--- config.mk ---
export PLATFORM = sky130hd
export DESIGN_NAME = crossbar_allocator
export DESIGN_NICKNAME = d
export VERILOG_FILES = /design/src/rtl/crossbar_allocator.sv
export SDC_FILE = /design/constraint.sdc
export NUM_CORES = 1
export LEC_CHECK = 0
export BUFFER_PORTS_ARGS = -buffer_cell sky130_fd_sc_hd__buf_2
export CAP_MARGIN = 10
export CORE_AREA = 3 3 68 95
export CTS_BUF_LIST = sky130_fd_sc_hd__clkbuf_8
export DETAILED_ROUTE_END_ITERATION = 7
export DIE_AREA = 0 0 71 98
export GPL_ROUTABILITY_DRIVEN = 0
export SKIP_LAST_GASP = 1
export SYNTH_ARGS = -nofsm -noshare
export SYNTH_HDL_FRONTEND = slang
export SYNTH_SLANG_ARGS = --single-unit
--- constraint.sdc ---
create_clock -name clk -period 3.2 [get_ports clk]
set_input_delay 0.32 -clock clk [delete_from_list [all_inputs] [get_ports clk]]
set_output_delay 0.32 -clock clk [all_outputs]
set_load 0.02 [all_outputs]
--- src/rtl/crossbar_allocator.sv ---
// Per-output packet allocator for a NUM_IN x NUM_OUT crossbar: round-robin arbitration
// in IDLE, then a wormhole-style lock held until the owner's tail flit crosses.
module crossbar_allocator #(
   parameter int NUM_IN  = 4,
   parameter int NUM_OUT = 4
) (
   input  logic                                       clk,
   input  logic                                       rst,
   input  logic [NUM_IN-1:0]                          req_valid,
   input  logic [NUM_IN-1:0][$clog2(NUM_OUT)-1:0]     req_out,
   input  logic [NUM_IN-1:0]                          req_last,
   input  logic [NUM_OUT-1:0]                         out_ready,
   output logic [NUM_IN-1:0]                          grant,
   output logic [NUM_OUT-1:0][$clog2(NUM_IN)-1:0]     sel,
   output logic [NUM_OUT-1:0]                         enable
);

   localparam int IW = $clog2(NUM_IN);
   localparam int OW = $clog2(NUM_OUT);

   typedef enum logic {
      S_IDLE   = 1'b0,
      S_LOCKED = 1'b1
   } state_t;

   logic [NUM_OUT-1:0]          w_locked;
   logic [NUM_OUT-1:0][IW-1:0]  w_owner;
   logic [NUM_IN-1:0]           w_busy;

   // Inputs already holding a locked output may not win a second one.
   always_comb begin
      w_busy = '0;
      for (int o = 0; o < NUM_OUT; o++) begin
         for (int i = 0; i < NUM_IN; i++) begin
            if (w_locked[o] && (w_owner[o] == IW'(i))) begin
               w_busy[i] = 1'b1;
            end
         end
      end
   end

   genvar gi;
   generate
      for (gi = 0; gi < NUM_OUT; gi++) begin : g_out
         state_t              r_state;
         state_t              w_state_next;
         logic [IW-1:0]       r_owner;
         logic [IW-1:0]       w_owner_next;
         logic [IW-1:0]       r_rr_ptr;
         logic [IW-1:0]       w_rr_ptr_next;
         logic [NUM_IN-1:0]   w_cand;
         logic                w_hit_hi;
         logic                w_hit_lo;
         logic [IW-1:0]       w_win_hi;
         logic [IW-1:0]       w_win_lo;
         logic                w_found;
         logic [IW-1:0]       w_winner;
         logic                w_enable;
         logic [IW-1:0]       w_sel;

         // Round-robin: first candidate above rr_ptr wins, else first at or below it.
         always_comb begin
            w_cand   = '0;
            w_hit_hi = 1'b0;
            w_hit_lo = 1'b0;
            w_win_hi = '0;
            w_win_lo = '0;
            for (int i = 0; i < NUM_IN; i++) begin
               w_cand[i] = req_valid[i] && (req_out[i] == OW'(gi)) && !w_busy[i];
               if (w_cand[i] && (IW'(i) > r_rr_ptr) && !w_hit_hi) begin
                  w_hit_hi = 1'b1;
                  w_win_hi = IW'(i);
               end
               if (w_cand[i] && (IW'(i) <= r_rr_ptr) && !w_hit_lo) begin
                  w_hit_lo = 1'b1;
                  w_win_lo = IW'(i);
               end
            end
            w_found  = w_hit_hi || w_hit_lo;
            w_winner = w_hit_hi ? w_win_hi : w_win_lo;
         end

         always_ff @(posedge clk or posedge rst) begin
            if (rst) begin
               r_state  <= S_IDLE;
               r_owner  <= '0;
               r_rr_ptr <= IW'(NUM_IN - 1);
            end else begin
               r_state  <= w_state_next;
               r_owner  <= w_owner_next;
               r_rr_ptr <= w_rr_ptr_next;
            end
         end

         always_comb begin
            w_state_next  = r_state;
            w_owner_next  = r_owner;
            w_rr_ptr_next = r_rr_ptr;
            case (r_state)
               S_IDLE: begin
                  if (w_found) begin
                     w_owner_next = w_winner;
                     w_state_next = S_LOCKED;
                  end
               end
               S_LOCKED: begin
                  // Released owner drops to lowest priority for the next arbitration.
                  if (w_enable && req_last[r_owner]) begin
                     w_state_next  = S_IDLE;
                     w_rr_ptr_next = r_owner;
                  end
               end
               default: w_state_next = S_IDLE;
            endcase
         end

         always_comb begin
            w_sel    = r_owner;
            w_enable = (r_state == S_LOCKED) && req_valid[r_owner] && out_ready[gi];
         end

         assign enable[gi]   = w_enable;
         assign sel[gi]      = w_sel;
         assign w_locked[gi] = (r_state == S_LOCKED);
         assign w_owner[gi]  = r_owner;
      end
   endgenerate

   // Enable already implies LOCKED, so it is sufficient to qualify by owner.
   always_comb begin
      grant = '0;
      for (int o = 0; o < NUM_OUT; o++) begin
         for (int i = 0; i < NUM_IN; i++) begin
            if (enable[o] && (w_owner[o] == IW'(i))) begin
               grant[i] = 1'b1;
            end
         end
      end
   end

endmodule

* Word-level counts from Yosys, hierarchy flattened
Cells that the tools add are included.
** Storage, ports and cells
- Bits in registers :: 20
- Word-level logic and storage cells :: 376
- Input port bits :: 22
** Cells by class
- Mux-type cells :: 120
- Equal/unequal tests :: 24
- Reductions and logical operators :: 180
- $lt $le $gt $ge :: 36
- Bitwise gates (word level) :: 4
** Operators with widths (number)
- $logic_and A1 B1 Y1 :: 132
- $mux W1 :: 88
- $mux W2 :: 20
- $eq A2 B2 Y1 const B :: 16
- $logic_not A1 Y1 :: 28
- $bmux W1 S2 :: 8
- $eq A2 B1 Y1 const B :: 8
- $gt A1 B2 Y1 const A :: 8
- $gt A2 B2 Y1 const A :: 8
- $le A1 B2 Y1 const A :: 8
- $le A2 B2 Y1 const A :: 8
- $logic_not A2 Y1 :: 8
- $reduce_and A2 Y1 :: 8
- $lt A2 B3 Y1 const B :: 4
- $pmux W1 S2 :: 4
- $logic_or A1 B1 Y1 :: 4
- $not A1 Y1 :: 4

* Logic depth before layout (Yosys ltp)
Gate-level depths: netlist of run 1.
- Word-level depth :: 22
- Depth in mapped cells :: 7

* Worst setup path after synthesis of run 1
Ideal clock, no wire load.
- Path kind :: register -> output
- From :: reg g_out[1].r_owner[0]
- To :: out grant[0]
- Stages on the path, launching flop included :: 8
- Required time :: 2.880 ns
- Buffers on the path :: 2
- Setup slack :: 0.835 ns
- Data arrival time :: 2.045 ns
- Cells stage by stage :: dfrtp_1 -> buf_6 -> mux4_2 -> and3_1 -> buf_6 -> nor3b_1 -> a31o_1 -> a221o_1
** Between the ends
- Word-level cells in the longest chain between the ends :: 8
** Ends and longest elaborated chain
- from (decl) :: line 47 : logic [IW-1:0] r_owner;
- from (signal assigned) :: line 90 : r_owner <= w_owner_next;
- $bmux W1 S2 :: line 119 : w_enable = (r_state == S_LOCKED) && req_valid[r_owner] && out_ready[gi];
- $mux W1 (not written as such) :: line 119
- $logic_and A1 B1 Y1 (2 in series) :: line 119
- via g_out[1].w_enable :: line 58 : logic w_enable;
- $logic_and A1 B1 Y1 :: line 134 : if (enable[o] && (w_owner[o] == IW'(i))) begin
- $mux W1 (3 in series) :: line 134
- to (decl) :: line 13 : output logic [NUM_IN-1:0] grant,
The timed path passes the listed nets, and every way through them passes these cells. The select of a mux whose other input is x is not followed.

* Final worst setup path of run 1
- From :: reg g_out[1].r_owner[0]
- To :: out grant[0]
** Between the ends
- Word-level cells in the longest chain between the ends :: 8
** Ends and longest elaborated chain (line)
- $bmux W1 S2 :: 119
- $mux W1 (not written as such) :: 119
- $logic_and A1 B1 Y1 (2 in series) :: 119
- $logic_and A1 B1 Y1 (*) :: 134
- $mux W1 (*) (3 in series) :: 134
Mark *: on every way between the ends. The rest lies on a longest branch, timed or not. The select of a mux whose other input is x is not followed.

==> results of run 1 <==
[Yosys cell counts (2+ instances only)]
master     number  area [µm²]
a21oi_1         7        35.0
a221oi_2        2        30.0
a32oi_1         3        26.3
and3_1          4        25.0
buf_4           7        52.6
buf_6           6        67.6
clkbuf_1        2        7.51
dfrtp_1        12         300
dfstp_2         8         210
inv_1          18        67.6
mux2_2          4        45.0
mux4_1          5         131
mux4_2          3        67.6
nand2_1        21        78.8
nand2b_1        5        31.3
nand3_1         8        40.0
nand3b_1        3        22.5
nor2_1          9        33.8
nor3_1          7        35.0
nor4_1          7        43.8
nor4b_1         2        17.5
o2111ai_4       2        52.6
o21a_1          2        15.0
o21ai_0        12        60.1
o221ai_1        4        35.0
o32a_2          2        22.5
o32ai_1         3        26.3
o41a_1          2        22.5
or3_1           3        18.8
or3b_1          2        17.5
or4_1           3        22.5
[critical path: stages (launching register included)]
cell and delay [ps]:
dfrtp_1 610, mux4_2 550, and3_1 240, nor3b_1 160, a31o_1 200, a221o_1 260, buf_2 160
[worst paths after layout]
check	end	slack (ps)
setup / recovery	grant[0]	440
hold / removal	g_out[0].r_owner[0]	210
setup reg to reg	g_out[1].r_owner[0]	890
hold reg to reg	g_out[3].r_rr_ptr[0]	500
max in group asynchronous	g_out[3].r_owner[0]	2480
min in group clk	g_out[2].r_state	480
[through the flow]
stage               std cells  worst slack [ps]  hold slack (ps)  instance area, µm²
finish                    304               437              214                2160
global route              304               326              288                2160
CTS                       304               427              256                2160
detailed placement        301               729              496                2120
global placement          301               769              490                2120
floorplan                 210               835              278                1980
[layer usage]
metal,global-route usage,vias up,wire length [µm]
met5,0,-,0
met4,0.0680,0,147
met3,0.0206,13,221
met2,0.270,62,2750
met1,0.182,887,2240
li1,-,865,-
[cells in the final DEF, fill, tap and decap left out, types with 4 or more instances in the layout]
| cell | Yosys | routed |
|---|---|---|
| nor4_1 | 7 | 7 |
| buf_2 | 0 | 37 |
| inv_1 | 18 | 18 |
| nand2b_1 | 5 | 5 |
| o21ai_0 | 12 | 12 |
| mux2_2 | 4 | 4 |
| and3_1 | 4 | 4 |
| nand2_1 | 21 | 21 |
| dfrtp_1 | 12 | 12 |
| dfstp_2 | 8 | 8 |
| nand3_1 | 8 | 8 |
| a21oi_1 | 7 | 7 |
| nor2_1 | 9 | 9 |
| nor3_1 | 7 | 7 |
| mux4_1 | 5 | 5 |
| o221ai_1 | 4 | 4 |
[registers in the layout, indices dropped and copies added, names as in the netlist]
signal,cells
g_out.r_owner,8
g_out.r_rr_ptr,8
g_out.r_state,4
[report_power, final]
| part | total, µW | switching [µW] | internal, µW |
|---|---|---|---|
| Combinational | 1060 | 587 | 473 |
| Sequential | 706 | 295 | 411 |
| Clock | 169 | 85.5 | 84.0 |
| Total | 1940 | 968 | 968 |
[logic make-up (layout without fill, tap and decap cells)]
kind of cell | Yosys count | count (layout) | share of synthesized area
DFF | 20 | 20 | 0.258
AOI/OAI and AO/OA | 56 | 56 | 0.249
and+or+nand+nor | 88 | 88 | 0.264
buffers and inverters | 34 | 60 | 0.106
muxes | 12 | 12 | 0.123
[area by class of cell]
class	count	area share
timing repair buffer	39	0.0925
multi-input combinational	156	0.582
sequential	20	0.236
inverter	18	0.0312
clock buffer	3	0.0191
tap	68	0.0393
==> results.md, run 1 <==
- Final ANT Viol Nets: 0
- Pin count of the biggest net entering global routing: 21
- CP arrival: 2440 ps
- Asr flop ratio synth: 1.00
- Critical Path RT: ~2900 ps
- Placeable Area: 5610 µm²
- Final setup viols: 0
- Seq/Total Area, Yosys: 0.258
- WS Path Type: register to output pin
- RSZ-0062 raised after global routing: false
- MaxCap Viol Count: 0
- Mapped Cells: 210
- Drt via density: 6.01
- CTS HTree Levels: 1
- DRT iter0 DRCs: 100
- Syn avg cell area: approximately 9.4 µm²
- FMAX: approximately 0.36 GHz
- Final WL: 5.36 mm
- First-pass iteration count of the detailed router: 4
- Clock latency on the worst-skew pair: 260 ps
- Min Tclk post-route: between 2000 and 3000 ps
- Mapped cell area: 1980 µm²
- Global-route wire length before repair: approximately 8.6 mm
- Vias in the first global route: 1772
- Area of the multi-input gates: 1260 µm²
- Max Root-Sink Buffers: 2
- GRT Residual Overflow: 0
- DR WL/cell: 17.6 µm
- VDD IR-drop max: about 0.27 mV
- DRC: 0
- Area grow syn2layout: 9.36%
- Hold Fails Final Rpt: 0
- Hold Crit Class: input port to async pin
- Slew headroom: 0.451
- Measured slew at the worst slew-check pin: 823 ps
- Reg-to-reg startpoint: g_out[1].r_owner[1]
- Number of synthesized flops with an enable pin: 0
- Total negative slack: 0 ps
- Setup crit start: g_out[1].r_owner[0]
- Register bit count reported by yosys: 20
- P_leak: about 0.00086 µW
- Outcome: finished clean
- Ys flop type: dfrtp_1
- CTS resizes: 0
- CTS tree: done
- Nets: 260
- Syn nets: 232
- Final period util: 0.863
- Tot Pwr: approximately 1900 µW
- Final Skew: approximately 6.1 ps
- Crit start category: register
- Reg2Reg Depth: 6
- Die width: roughly 71 µm
- DR vias: 1827
- Die Height: 98 µm
- Register area: about 510 µm²
- I/O Buffers: 37
- Worst-path fanout max: 12
- HPWL after DPL: between 4 and 5 mm
- Sink Count: 20
- Ant diodes: 0
- Total power density per cell area: 894 nW/µm²
- Final Max Tran Viols: 0
- Critical Path Sink Type: output pin
- Total GRT Usage: 0.153
- Die area: 6960 µm²
- Share of layout cells above drive strength 1: 0.309
- Post-CTS Setup Bufs: 0
- Clock slew at reported path FFs: 80 ps
- Yosys warnings: 0
- Num rows: 32
- Clock buffer count from CTS: 3
- Number of top-level pins: 38
- Yosys cell types: 63
- Initial antenna violation count: 0
- Final Util: 0.386
- Root buffer cell: clkbuf_8
- Initial Util: 0.353
- Cts hold-fix bufs: 0
- Fillers: about 590
No activity file was read; power rests on OpenSTA's default activity.
==> run 2: changes to the inputs <==
Settings changed: CORE_AREA 3 3 68 95 to 2 2 67 94, DIE_AREA 0 0 71 98 to 0 0 69 96, PLACE_DENSITY from default to 0.5.
==> results.md, run 2 (same netlist as run 1, synthesis figures left out) <==
- RSZ-0062 raised after global routing: false
- Final setup viols: 0 (unchanged)
- Crit start category: register
- Slew headroom: 0.411 (-0.0392)
- Area grow syn2layout: 9.49%
- Share of layout cells above drive strength 1: 0.309 (unchanged)
- Number of top-level pins: 38 (unchanged)
- Final Skew: 5.51 ps (-0.602 ps)
- Final Max Tran Viols: 0 (unchanged)
- Critical Path Sink Type: output pin
- WS Path Type: register to output pin
- Vias in the first global route: 1841 (+3.9%)
- Initial Util: 0.342 (-0.0107)
- Cts hold-fix bufs: 0 (unchanged)
- Post-CTS Setup Bufs: 0 (unchanged)
- Crit-path cells: mux4_2 -> and3_1 -> nor3b_1 -> a31o_1 -> a221o_1 -> buf_2
- Largest delay share family, worst path: flip-flops
- Hold Crit Class: input port to async pin
- Total GRT Usage: 0.181 (+0.0274)
- Critical Path RT: 2880 ps (about the same)
- DR vias: 1825 (-0.11%)
- P_leak: 0.000858 µW (about the same)
- CP arrival: 2470 ps (+30 ps)
- Outcome: finished clean
- Drt via density: 5.96 (-0.76%)
- Total power density per cell area: 902 nW/µm² (+0.80%)
- Global-route wire length before repair: 9.46 mm (+9.7%)
- Die width: 69 µm (-2.8%)
- Reg2Reg Depth: 5 (-1)
- Num rows: 33 (+3.1%)
- DR WL/cell: 18.9 µm (+7.3%)
- DRT iter0 DRCs: 52 (-48%)
- Die Height: 96 µm (-2.0%)
- Initial antenna violation count: 0 (unchanged)
- Total negative slack: 0 ps (unchanged)
- Commonest non-fill, non-tap cell in the layout: buf_2
- Final period util: 0.873 (+0.00923)
- VDD IR-drop max: 0.305 mV (+13%)
- Commonest cells after routing, fill and taps aside: buf_2 (37), nand2_1 (21), inv_1 (18), o21ai_0 (12), dfrtp_1 (12)
- FMAX: 0.358 GHz (-1.1%)
- WHS: 232 ps (+18.5 ps)
- HPWL after DPL: 4.56 mm (+7.6%)
- MaxCap Viol Count: 0 (unchanged)
- Sink Count: 20 (unchanged)
- Worst-path fanout max: 12 (unchanged)
- CTS tree: done
- DRC: 0 (unchanged)
- Ant diodes: 0 (unchanged)
- Crit path largest cell delay: 610 ps (about the same)
- Final WL: 5.79 mm (+8.0%)
- CTS resizes: 0 (unchanged)
- Clock buffer count from CTS: 3 (unchanged)
- Measured slew at the worst slew-check pin: 882 ps (+58.8 ps)
- Clock slew at reported path FFs: 80 ps (about the same)
- Clock latency on the worst-skew pair: 260 ps (about the same)
- Placeable Area: 5780 µm² (+3.1%)
- I/O Buffers: 37 (unchanged)
- Die area: 6620 µm² (-4.8%)
- CP max stage cell: dfrtp_1
- Hold Fails Final Rpt: 0 (unchanged)
- Root buffer cell: clkbuf_8
- Worst path depth: 6 (unchanged)
- First-pass iteration count of the detailed router: 4 (unchanged)
- Worst path bufs/invs: 1 (unchanged)
- Nets: 260 (unchanged)
- Pin count of the biggest net entering global routing: 21 (unchanged)
- Top Registers: g_out.r_owner (8), g_out.r_rr_ptr (8), g_out.r_state (4)
- Max Root-Sink Buffers: 2 (unchanged)
- CTS HTree Levels: 1 (unchanged)
- Final ANT Viol Nets: 0 (unchanged)
- GRT Residual Overflow: 0 (unchanged)
- Min Tclk post-route: 2790 ps (+29.5 ps)
- Fillers: 610 (+3.2%)
[run 2: cell counts in the layout (fill, tap and decap cells not counted)]
No cell type changed its count.
[run 2: where the power goes]
| part | switching (µW) | total [µW] | internal [µW] |
|---|---|---|---|
| Clock | 88.3 | 172 | 84.1 |
| Sequential | 298 | 709 | 411 |
| Combinational | 599 | 1070 | 473 |
[run 2: routing by layer]
| layer | track usage | wire (µm) |
|---|---|---|
| met1 | 0.212 | 2420 |
| met2 | 0.335 | 3060 |
| met4 | 0.0768 | 119 |
| met5 | 0 | 0 |
| met3 | 0.0188 | 189 |
[run 2: final cells by class]
class,count,area (µm²),area share
clock buffers,3,41.3,0.0191
flip-flops and latches,20,510,0.236
repair buffers,39,200,0.0924
well taps,70,87.6,0.0404
inverters,18,67.6,0.0312
multi-input cells,156,1260,0.581
[run 2: stage by stage]
step | utilization | instances | worst slack (ps) | total power (µW) | cell area, µm²
global route | 0.375 | 306 | 265 | 2120 | 2170
floorplan | - | 210 | 835 | 1570 | 1980
finish | 0.375 | 306 | 408 | 1950 | 2170
CTS | 0.375 | 306 | 415 | 1970 | 2170
detailed placement | 0.368 | 303 | 715 | 1790 | 2120
global placement | 0.368 | 303 | 718 | 1790 | 2120
[run 2: final timing paths]
check                                       endpoint  slack (ps)                  from
worst max-delay path                        grant[0]         410   g_out[1].r_owner[0]
worst min-delay path             g_out[3].r_owner[1]         230                   rst
worst max register to register   g_out[2].r_owner[0]         850   g_out[1].r_owner[1]
worst min register to register  g_out[3].r_rr_ptr[1]         510  g_out[3].r_rr_ptr[1]
max in group asynchronous        g_out[2].r_owner[0]        2420                   rst
min in group clk                    g_out[2].r_state         490          out_ready[2]
[run 2: worst reg2reg max path: stages (launching register included)]
cell and delay [ps]:
dfrtp_1 550, nand3_1 180, nand4_1 150, nor4b_1 710
nor4_1 230, o32a_2 410
